### src/rtl/main_ctrl_pkg.sv
// Shared types, opcodes and the combinational decode table for main_ctrl_pipe.
// Build option: MAIN_CTRL_MEXT_EN adds the M-extension decode helper.
package main_ctrl_pkg;

  localparam logic [6:0] OP_NONE   = 7'b0000000;
  localparam logic [6:0] OP_LOAD   = 7'b0000011;
  localparam logic [6:0] OP_IMM    = 7'b0010011;
  localparam logic [6:0] OP_AUIPC  = 7'b0010111;
  localparam logic [6:0] OP_STORE  = 7'b0100011;
  localparam logic [6:0] OP_R      = 7'b0110011;
  localparam logic [6:0] OP_LUI    = 7'b0110111;
  localparam logic [6:0] OP_BRANCH = 7'b1100011;
  localparam logic [6:0] OP_JAL    = 7'b1101111;
  localparam logic [6:0] OP_JALR   = 7'b1100111;

  // funct7 value that selects the M extension inside the R-type opcode
  localparam logic [6:0] F7_MEXT   = 7'b0000001;

  typedef struct packed {
    logic       reg_write;
    logic [2:0] imm_src;
    logic       alu_src_a;
    logic [1:0] alu_src_b;
    logic       mem_write;
    logic [1:0] result_src;
    logic       branch;
    logic [1:0] alu_op;
    logic       jump;
    logic       pc_jal_src;
  } ctrl_t;

  typedef enum logic [1:0] {
    MD_NONE = 2'b00,
    MD_MUL  = 2'b01,
    MD_DIV  = 2'b10
  } md_t;

  typedef enum logic {
    IDLE = 1'b0,
    BUSY = 1'b1
  } md_state_t;

  typedef struct packed {
    ctrl_t ctrl;
    logic  illegal;
  } dec_t;

  // Opcode -> control bundle; unknown opcodes give an all-zero bundle and flag illegal.
  // Literal layout follows the ctrl_t field order.
  function automatic dec_t decode(input logic [6:0] op);
    dec_t d;
    d = '0;
    case (op)
      OP_LOAD:   d.ctrl = ctrl_t'(15'b1_000_0_01_0_01_0_00_0_0);
      OP_IMM:    d.ctrl = ctrl_t'(15'b1_000_0_01_0_00_0_10_0_0);
      OP_AUIPC:  d.ctrl = ctrl_t'(15'b1_100_1_10_0_00_0_00_0_0);
      OP_STORE:  d.ctrl = ctrl_t'(15'b0_001_0_01_1_00_0_00_0_0);
      OP_R:      d.ctrl = ctrl_t'(15'b1_000_0_00_0_00_0_10_0_0);
      OP_LUI:    d.ctrl = ctrl_t'(15'b1_100_1_01_0_00_0_00_0_0);
      OP_BRANCH: d.ctrl = ctrl_t'(15'b0_010_0_00_0_00_1_01_0_0);
      OP_JAL:    d.ctrl = ctrl_t'(15'b1_011_0_00_0_10_0_00_1_0);
      OP_JALR:   d.ctrl = ctrl_t'(15'b1_000_0_01_0_10_0_00_1_1);
      OP_NONE:   d.ctrl = '0;
      default:   d.illegal = 1'b1;
    endcase
    return d;
  endfunction

`ifdef MAIN_CTRL_MEXT_EN
  // R-type with the M funct7 is a multiply or a divide/remainder (funct3[2] picks div).
  function automatic md_t md_decode(input logic [6:0] op, input logic div_sel,
                                    input logic [6:0] funct7);
    if (op == OP_R && funct7 == F7_MEXT) begin
      return div_sel ? MD_DIV : MD_MUL;
    end
    return MD_NONE;
  endfunction
`endif

endpackage

### src/rtl/main_ctrl_pipe_md_seq.sv
// Multi-cycle M-op sequencer: keeps an M op in execute for exactly its cycle count
// by requesting a stall (busy_o) and pulsing done_o on the op's last execute cycle.
module md_seq
  import main_ctrl_pkg::*;
#(
  parameter int DIV_CYCLES = 32,
  parameter int MUL_CYCLES = 2,
  parameter int CNT_W      = $clog2(64) + 1
) (
  input  logic clk,
  input  logic rst_n,
  input  logic start_i,
  input  md_t  md_i,
  input  logic flush_i,
  output logic busy_o,
  output logic done_o
);

  // The load edge is cycle 1 and the final (done) cycle is spent back in IDLE,
  // so BUSY lasts N-1 cycles: the counter starts at N-2 and exits at zero.
  localparam int DIV_LOAD = DIV_CYCLES - 2;
  localparam int MUL_LOAD = (MUL_CYCLES > 1) ? MUL_CYCLES - 2 : 0;

  md_state_t        state_q, state_d;
  logic [CNT_W-1:0] cnt_q, cnt_d;
  logic             done_q, done_d;

  // Next-state logic: start from IDLE, count down in BUSY, flush aborts silently
  always_comb begin
    state_d = state_q;
    cnt_d   = cnt_q;
    done_d  = 1'b0;
    case (state_q)
      IDLE: begin
        if (start_i) begin
          if (md_i == MD_DIV) begin
            state_d = BUSY;
            cnt_d   = CNT_W'(DIV_LOAD);
          end else if (MUL_CYCLES > 1) begin
            state_d = BUSY;
            cnt_d   = CNT_W'(MUL_LOAD);
          end else begin
            done_d  = 1'b1;
          end
        end
      end
      BUSY: begin
        if (flush_i) begin
          state_d = IDLE;
          cnt_d   = '0;
        end else if (cnt_q == '0) begin
          state_d = IDLE;
          done_d  = 1'b1;
        end else begin
          cnt_d   = cnt_q - 1'b1;
        end
      end
      default: begin
        state_d = IDLE;
        cnt_d   = '0;
      end
    endcase
  end

  // State, counter and done-pulse registers
  always_ff @(posedge clk or negedge rst_n) begin
    if (!rst_n) begin
      state_q <= IDLE;
      cnt_q   <= '0;
      done_q  <= 1'b0;
    end else begin
      state_q <= state_d;
      cnt_q   <= cnt_d;
      done_q  <= done_d;
    end
  end

  assign busy_o = (state_q == BUSY);
  assign done_o = done_q;

endmodule

### src/rtl/main_ctrl_pipe.sv
// Main control unit: decodes op/funct3/funct7 and registers the control bundle
// into the D/E boundary with valid, stall/flush and illegal-opcode handling.
// Build option: MAIN_CTRL_MEXT_EN enables M-op decode and the md_seq sequencer.
module main_ctrl_pipe
  import main_ctrl_pkg::*;
#(
  parameter int DIV_CYCLES = 32,
  parameter int MUL_CYCLES = 2,
  parameter int CNT_W      = $clog2(64) + 1
) (
  input  logic        clk,
  input  logic        rst_n,
  input  logic        valid_d,
  input  logic [6:0]  op_d,
  input  logic [2:0]  funct3_d,
  input  logic [6:0]  funct7_d,
  input  logic        stall_e,
  input  logic        flush_e,
  output logic [14:0] ctrl_e,
  output logic        valid_e,
  output logic        illegal_e,
  output logic [1:0]  md_e,
  output logic        md_busy,
  output logic        md_done
);

  if (DIV_CYCLES < 2 || DIV_CYCLES > 64) begin : g_bad_div
    $error("DIV_CYCLES must be in 2..64");
  end
  if (MUL_CYCLES < 1 || MUL_CYCLES > 64) begin : g_bad_mul
    $error("MUL_CYCLES must be in 1..64");
  end
  if (CNT_W < 7) begin : g_bad_cnt
    $error("CNT_W too narrow for 64-cycle ops");
  end

  dec_t  dec;
  ctrl_t ctrl_q;
  logic  valid_q;
  logic  illegal_q;
  logic  hold;
  logic  load;

  assign dec = decode(op_d);

`ifdef MAIN_CTRL_MEXT_EN
  md_t  dec_md;
  md_t  md_q;
  logic seq_busy;
  logic seq_done;
  logic unused_funct3;

  assign dec_md        = md_decode(op_d, funct3_d[2], funct7_d);
  assign unused_funct3 = ^funct3_d[1:0];
  assign hold          = stall_e | seq_busy;

  md_seq #(
    .DIV_CYCLES (DIV_CYCLES),
    .MUL_CYCLES (MUL_CYCLES),
    .CNT_W      (CNT_W)
  ) u_md_seq (
    .clk     (clk),
    .rst_n   (rst_n),
    .start_i (load & valid_d & (dec_md != MD_NONE)),
    .md_i    (dec_md),
    .flush_i (flush_e),
    .busy_o  (seq_busy),
    .done_o  (seq_done)
  );

  // M-op class follows the same flush > hold > load priority as the bundle
  always_ff @(posedge clk or negedge rst_n) begin
    if (!rst_n) begin
      md_q <= MD_NONE;
    end else if (flush_e) begin
      md_q <= MD_NONE;
    end else if (load) begin
      md_q <= valid_d ? dec_md : MD_NONE;
    end
  end

  assign md_e    = md_q;
  assign md_busy = seq_busy;
  assign md_done = seq_done;
`else
  logic unused_funct;

  assign unused_funct = ^{funct3_d, funct7_d};
  assign hold         = stall_e;
  assign md_e         = 2'b00;
  assign md_busy      = 1'b0;
  assign md_done      = 1'b0;
`endif

  assign load = ~flush_e & ~hold;

  // D/E register: flush bubbles, hold freezes, otherwise capture decode (zeroed when invalid)
  always_ff @(posedge clk or negedge rst_n) begin
    if (!rst_n) begin
      ctrl_q    <= '0;
      valid_q   <= 1'b0;
      illegal_q <= 1'b0;
    end else if (flush_e) begin
      ctrl_q    <= '0;
      valid_q   <= 1'b0;
      illegal_q <= 1'b0;
    end else if (load) begin
      ctrl_q    <= valid_d ? dec.ctrl : '0;
      valid_q   <= valid_d;
      illegal_q <= valid_d & dec.illegal;
    end
  end

  assign ctrl_e    = ctrl_q;
  assign valid_e   = valid_q;
  assign illegal_e = illegal_q;

endmodule

### config.mk
export PLATFORM = sky130hd
export DESIGN_NAME = main_ctrl_pipe
export DESIGN_NICKNAME = d
export VERILOG_FILES = /design/src/rtl/main_ctrl_pkg.sv /design/src/rtl/main_ctrl_pipe_md_seq.sv /design/src/rtl/main_ctrl_pipe.sv
export SDC_FILE = /design/constraint.sdc
export NUM_CORES = 1
export LEC_CHECK = 0
export ABC_AREA = 1
export CORE_UTILIZATION = 40
export DETAILED_ROUTE_END_ITERATION = 8
export PLACE_DENSITY = 0.87
export SLEW_MARGIN = 5
export SYNTH_ARGS = -nofsm -noshare
export SYNTH_HDL_FRONTEND = slang
export SYNTH_SLANG_ARGS = --single-unit
### constraint.sdc
create_clock -name clk -period 1.75 [get_ports clk]
set_clock_uncertainty 0.15 [all_clocks]
set_input_delay 0.35 -clock clk [delete_from_list [all_inputs] [get_ports clk]]
set_output_delay 0.35 -clock clk [all_outputs]
set_load 0.01 [all_outputs]
* Yosys cells after proc, flatten, opt, wreduce, memory -nomap -nowiden
Index checks and enable logic that the tools add are counted.
** Storage, ports and cells
- Register bits :: 17
- Input port bits :: 22
- Output and inout bits :: 21
** Cells by class
- Equality and inequality tests :: 9
- Multiplexer cells :: 9
- Bitwise logic cells :: 4
- Reductions and logical operators :: 3
** Operators by type and width (count)
- $pmux 15 s9 :: 1
- $mux 15 :: 3
- $eq 7x6->1 const B :: 3
- $eq 7x7->1 const B :: 3
- $eq 7x5->1 const B :: 2
- $reduce_or 10->1 :: 1
- $eq 7x2->1 const B :: 1
- $logic_not 7->1 :: 1
- $mux 1 :: 5
- $and 1x1->1 :: 2
- $not 1->1 :: 2
- $reduce_bool 2->1 :: 1

* Longest topological paths before layout
- Depth in word-level cells :: 6
- Gate-level depth with buffers :: 8
- Gate-level depth less buffers :: 8

* Least setup slack after synthesis
No wires, ideal clock.
- Path type :: input -> register
- Start :: input port op_d[0]
- End :: register ctrl_q, in the netlist ctrl_e[14]
- Library setup time :: 0.125 ns
- Arrival :: 0.843 ns
- Data required time :: 1.475 ns
- Path slack :: 0.632 ns
- Stages :: 6
- Buffers on the path :: 0
- Path through :: nand2_2 nor2_1 o21ai_2 nand2_1 nand2_1 nand3_1
** Between the ends
- Cells in the longest elaborated chain, start to end :: 5
** Ends and longest elaborated chain
- start: declaration :: line main_ctrl_pipe.sv:14 : input logic [6:0] op_d,
- $eq 7x7->1 (tied with other cells) :: line main_ctrl_pkg.sv:53 : case (op)
- $pmux 15 s9 (*) :: line main_ctrl_pkg.sv:53
- $mux 15 (*) :: line main_ctrl_pipe.sv:108 : ctrl_q <= valid_d ? dec.ctrl : '0;
- $mux 15 (*) :: line main_ctrl_pipe.sv:107 : end else if (load) begin
- $mux 15 (*) :: line main_ctrl_pipe.sv:103 : end else if (flush_e) begin
- end signal: assignment :: line main_ctrl_pipe.sv:108
- end: declaration :: line main_ctrl_pipe.sv:38 : ctrl_t ctrl_q;
Every way passes the cells marked *; elsewhere a longest branch is shown, timed or not. The select of a mux whose other input is x is not followed.
A chain may end at the register's enable or synchronous reset.

* Worst setup path after layout
- Start :: register ctrl_q, in the netlist ctrl_e[6]
- End :: output port ctrl_e[6]
** RTL lines
- end: declaration :: line main_ctrl_pipe.sv:19 : output logic [14:0] ctrl_e,
No word-level cell between the ends.

==> metrics <==
DRT Wirelength 1730 µm; CTS Root Cell clkbuf_4; pin count of the biggest net entering global routing 15; CP max-delay cell clkdlybuf4s50_1; non-filler instance count after layout 161; final worst path period share 95.5%; reg2reg path depth 1; WP buf/inv 1; CORE AREA 1980 µm²; ANT cells 0; Syn Std Cell Area 856 µm²; share of power burned in registers 53.6%; clk slew on worst S/H paths 0.08 ns; Hold Buf Count CTS 0; crit path DAT 1.17 ns; Distinct cells, synth 19; Leak Pwr 0.632 nW; crit-path leading delay family buffers and inverters; TNS Setup 0 ns; clock power share 28.3%; placer's final routability congestion estimate 0.822; CTS tree yes; vias in the first global route 644; via/cell ratio 4.60; num ports 43; post-CTS setup buffer count 0; crit path kind flip-flop to primary output; Pwr Total 612 µW; die height 48.3 µm; initial drt markers 26; GR Overflow Total 0; RSZ-0062 raised after global routing false; Int Pwr 453 µW; Nets 158; die width 48.3 µm; Area Growth Syn to Fin 36.8%; min Tclk post-route 1.67 ns; switching fraction of total power 26.0%; stages on the worst setup path 1; Yosys top cell area share 40.9%; CTS Buffer Depth 2; Setup crit end kind primary output; DP HPWL 1450 µm; Final Instance Area 1170 µm²; Setup violations, final 0; P per Cell Area 523 nW/µm²; H-tree levels 1; IO buf count 28; total die area 2330 µm²; Hold Path Class input pin to asynchronous set/reset pin; post-synthesis sequential area ratio 40.9%; initial core utilization 43.2%; Yosys reg bits 14; first-pass GRT wire length 2690 µm; dpl cell area 1140 µm²; worst-skew pair later-pin latency 0.27 ns; Routed Antenna Nets 0; initial antenna violation count 0; total of max-cap violations 0; Post-Syn Area per Cell 8.15 µm²; cells after synthesis 105; WL/cell 10.8 µm; Synth area leader dfrtp_1; number of hold violations in the final report 0; Max IR drop VDD 0.225 mV; Sink Count 14; fmax 599 MHz; CP peak stage delay 0.54 ns; final core utilization 59.1%; DR vias 740; critical path, cell by cell clkdlybuf4s50_1; Startpoint Class flip-flop; share of cells above drive strength 1 21.6%; status completed; FP Rows 16; Critical Path RT 1.25 ns; Comb power frac 18.1%; Residual DRC 0; CTS buffer count 3; CP max FO 3; Global Route Usage Sum 17.0%; Final Max Tran Viols 0; DRT Pass-1 Iters 4; Ys Warns 0; sw power 159 µW; DP Cell Count 158; top cells by area, synth dfrtp_1, nand2_1, buf_4, nor2_8, nor2_1
power by group through the flow:
stage          clock, mW  sequential (mW)  combinational [mW]
3_5_place_dp           0            0.335               0.112
2_1_floorplan          0            0.337              0.0577
5_1_grt            0.195            0.329               0.122
4_1_cts            0.177            0.328               0.112
3_3_place_gp           0            0.335               0.108
6_report           0.173            0.328               0.111
cell usage after synthesis (all sizes together):
library cell,count
buf,8
nor2,16
o21ai,6
inv,7
nand4,1
nand3,5
nand2,43
dfrtp,14
a21o,1
conb,1
o31ai,2
a22o,1
metal layers:
layer	GRT usage [%]	share of wire [%]
met3	3.33	4.4
met1	19.6	43
met2	30.4	52
met4	6.67	0
met5	0	0
area by class of cell:
type | instances | area, µm²
Timing Repair Buffer | 31 | 308
Inverter | 7 | 26.3
Fill cell | 163 | 811
Clock buffer | 3 | 22.5
Tap cell | 27 | 33.8
Multi-Input combinational cell | 79 | 430
Sequential cell | 14 | 350
path summary, 6_finish.rpt:
check,end,slack (ns),from
worst max-delay path,ctrl_e[6],0.08,ctrl_e[6]$_DFFE_PN0P_
worst min-delay path,ctrl_e[9]$_DFFE_PN0P_,0.23,rst_n
worst max register to register,ctrl_e[9]$_DFFE_PN0P_,0.90,ctrl_e[9]$_DFFE_PN0P_
worst min register to register,illegal_e$_DFFE_PN0P_,0.33,illegal_e$_DFFE_PN0P_
max in group asynchronous,ctrl_e[8]$_DFFE_PN0P_,1.06,rst_n
min in group clk,illegal_e$_DFFE_PN0P_,0.33,illegal_e$_DFFE_PN0P_
cell families (layout without fill, tap and decap cells):
family / Yosys count / after routing / synth area share [%]
DFF: 14 / 14 / 40.9
and+or+nand+nor: 65 / 65 / 40.9
buffers and inverters: 15 / 41 / 10.1
other: 1 / 4 / 0.438
AOI/OAI and AO/OA: 10 / 10 / 7.60
cell usage in the layout, fill, tap and decap left out:
master and n:
nand2_1 36, clkdlybuf4s50_1 26, dfrtp_1 14, nor2_1 9
inv_2 7, o21ai_1 5, nand2_2 4, nand3_1 4
conb_1 4, nand2_4 3, nor2_4 3, clkbuf_4 3
buf_4 3, nor2_8 2, nor2_2 2, o31ai_1 2
dlymetal6s2s_1 2, o21ai_2 1, a21o_1 1, nand4_1 1
nand3_2 1, a22o_1 1
flip-flops by register name (all words and copies together), names as in the netlist:
name,flops
ctrl_e,12
illegal_e,1
valid_e,1
per-stage QoR:
stage / setup WS [ns] / hold WS (ns)
6_report: 0.0796 / 0.230
5_1_grt: 0.00217 / 0.246
4_1_cts: 0.0450 / 0.236
3_5_place_dp: -0.0415 / 0.315
3_3_place_gp: 0.0135 / 0.313
2_1_floorplan: 0.632 / -0.0956
repair_timing:
item	4_1_cts	5_1_grt
endpoints found under the setup margin	0	2
hold endpoints to repair	0	0
resized for setup	0	2
Note: power is estimated with default switching activity, not from simulation.
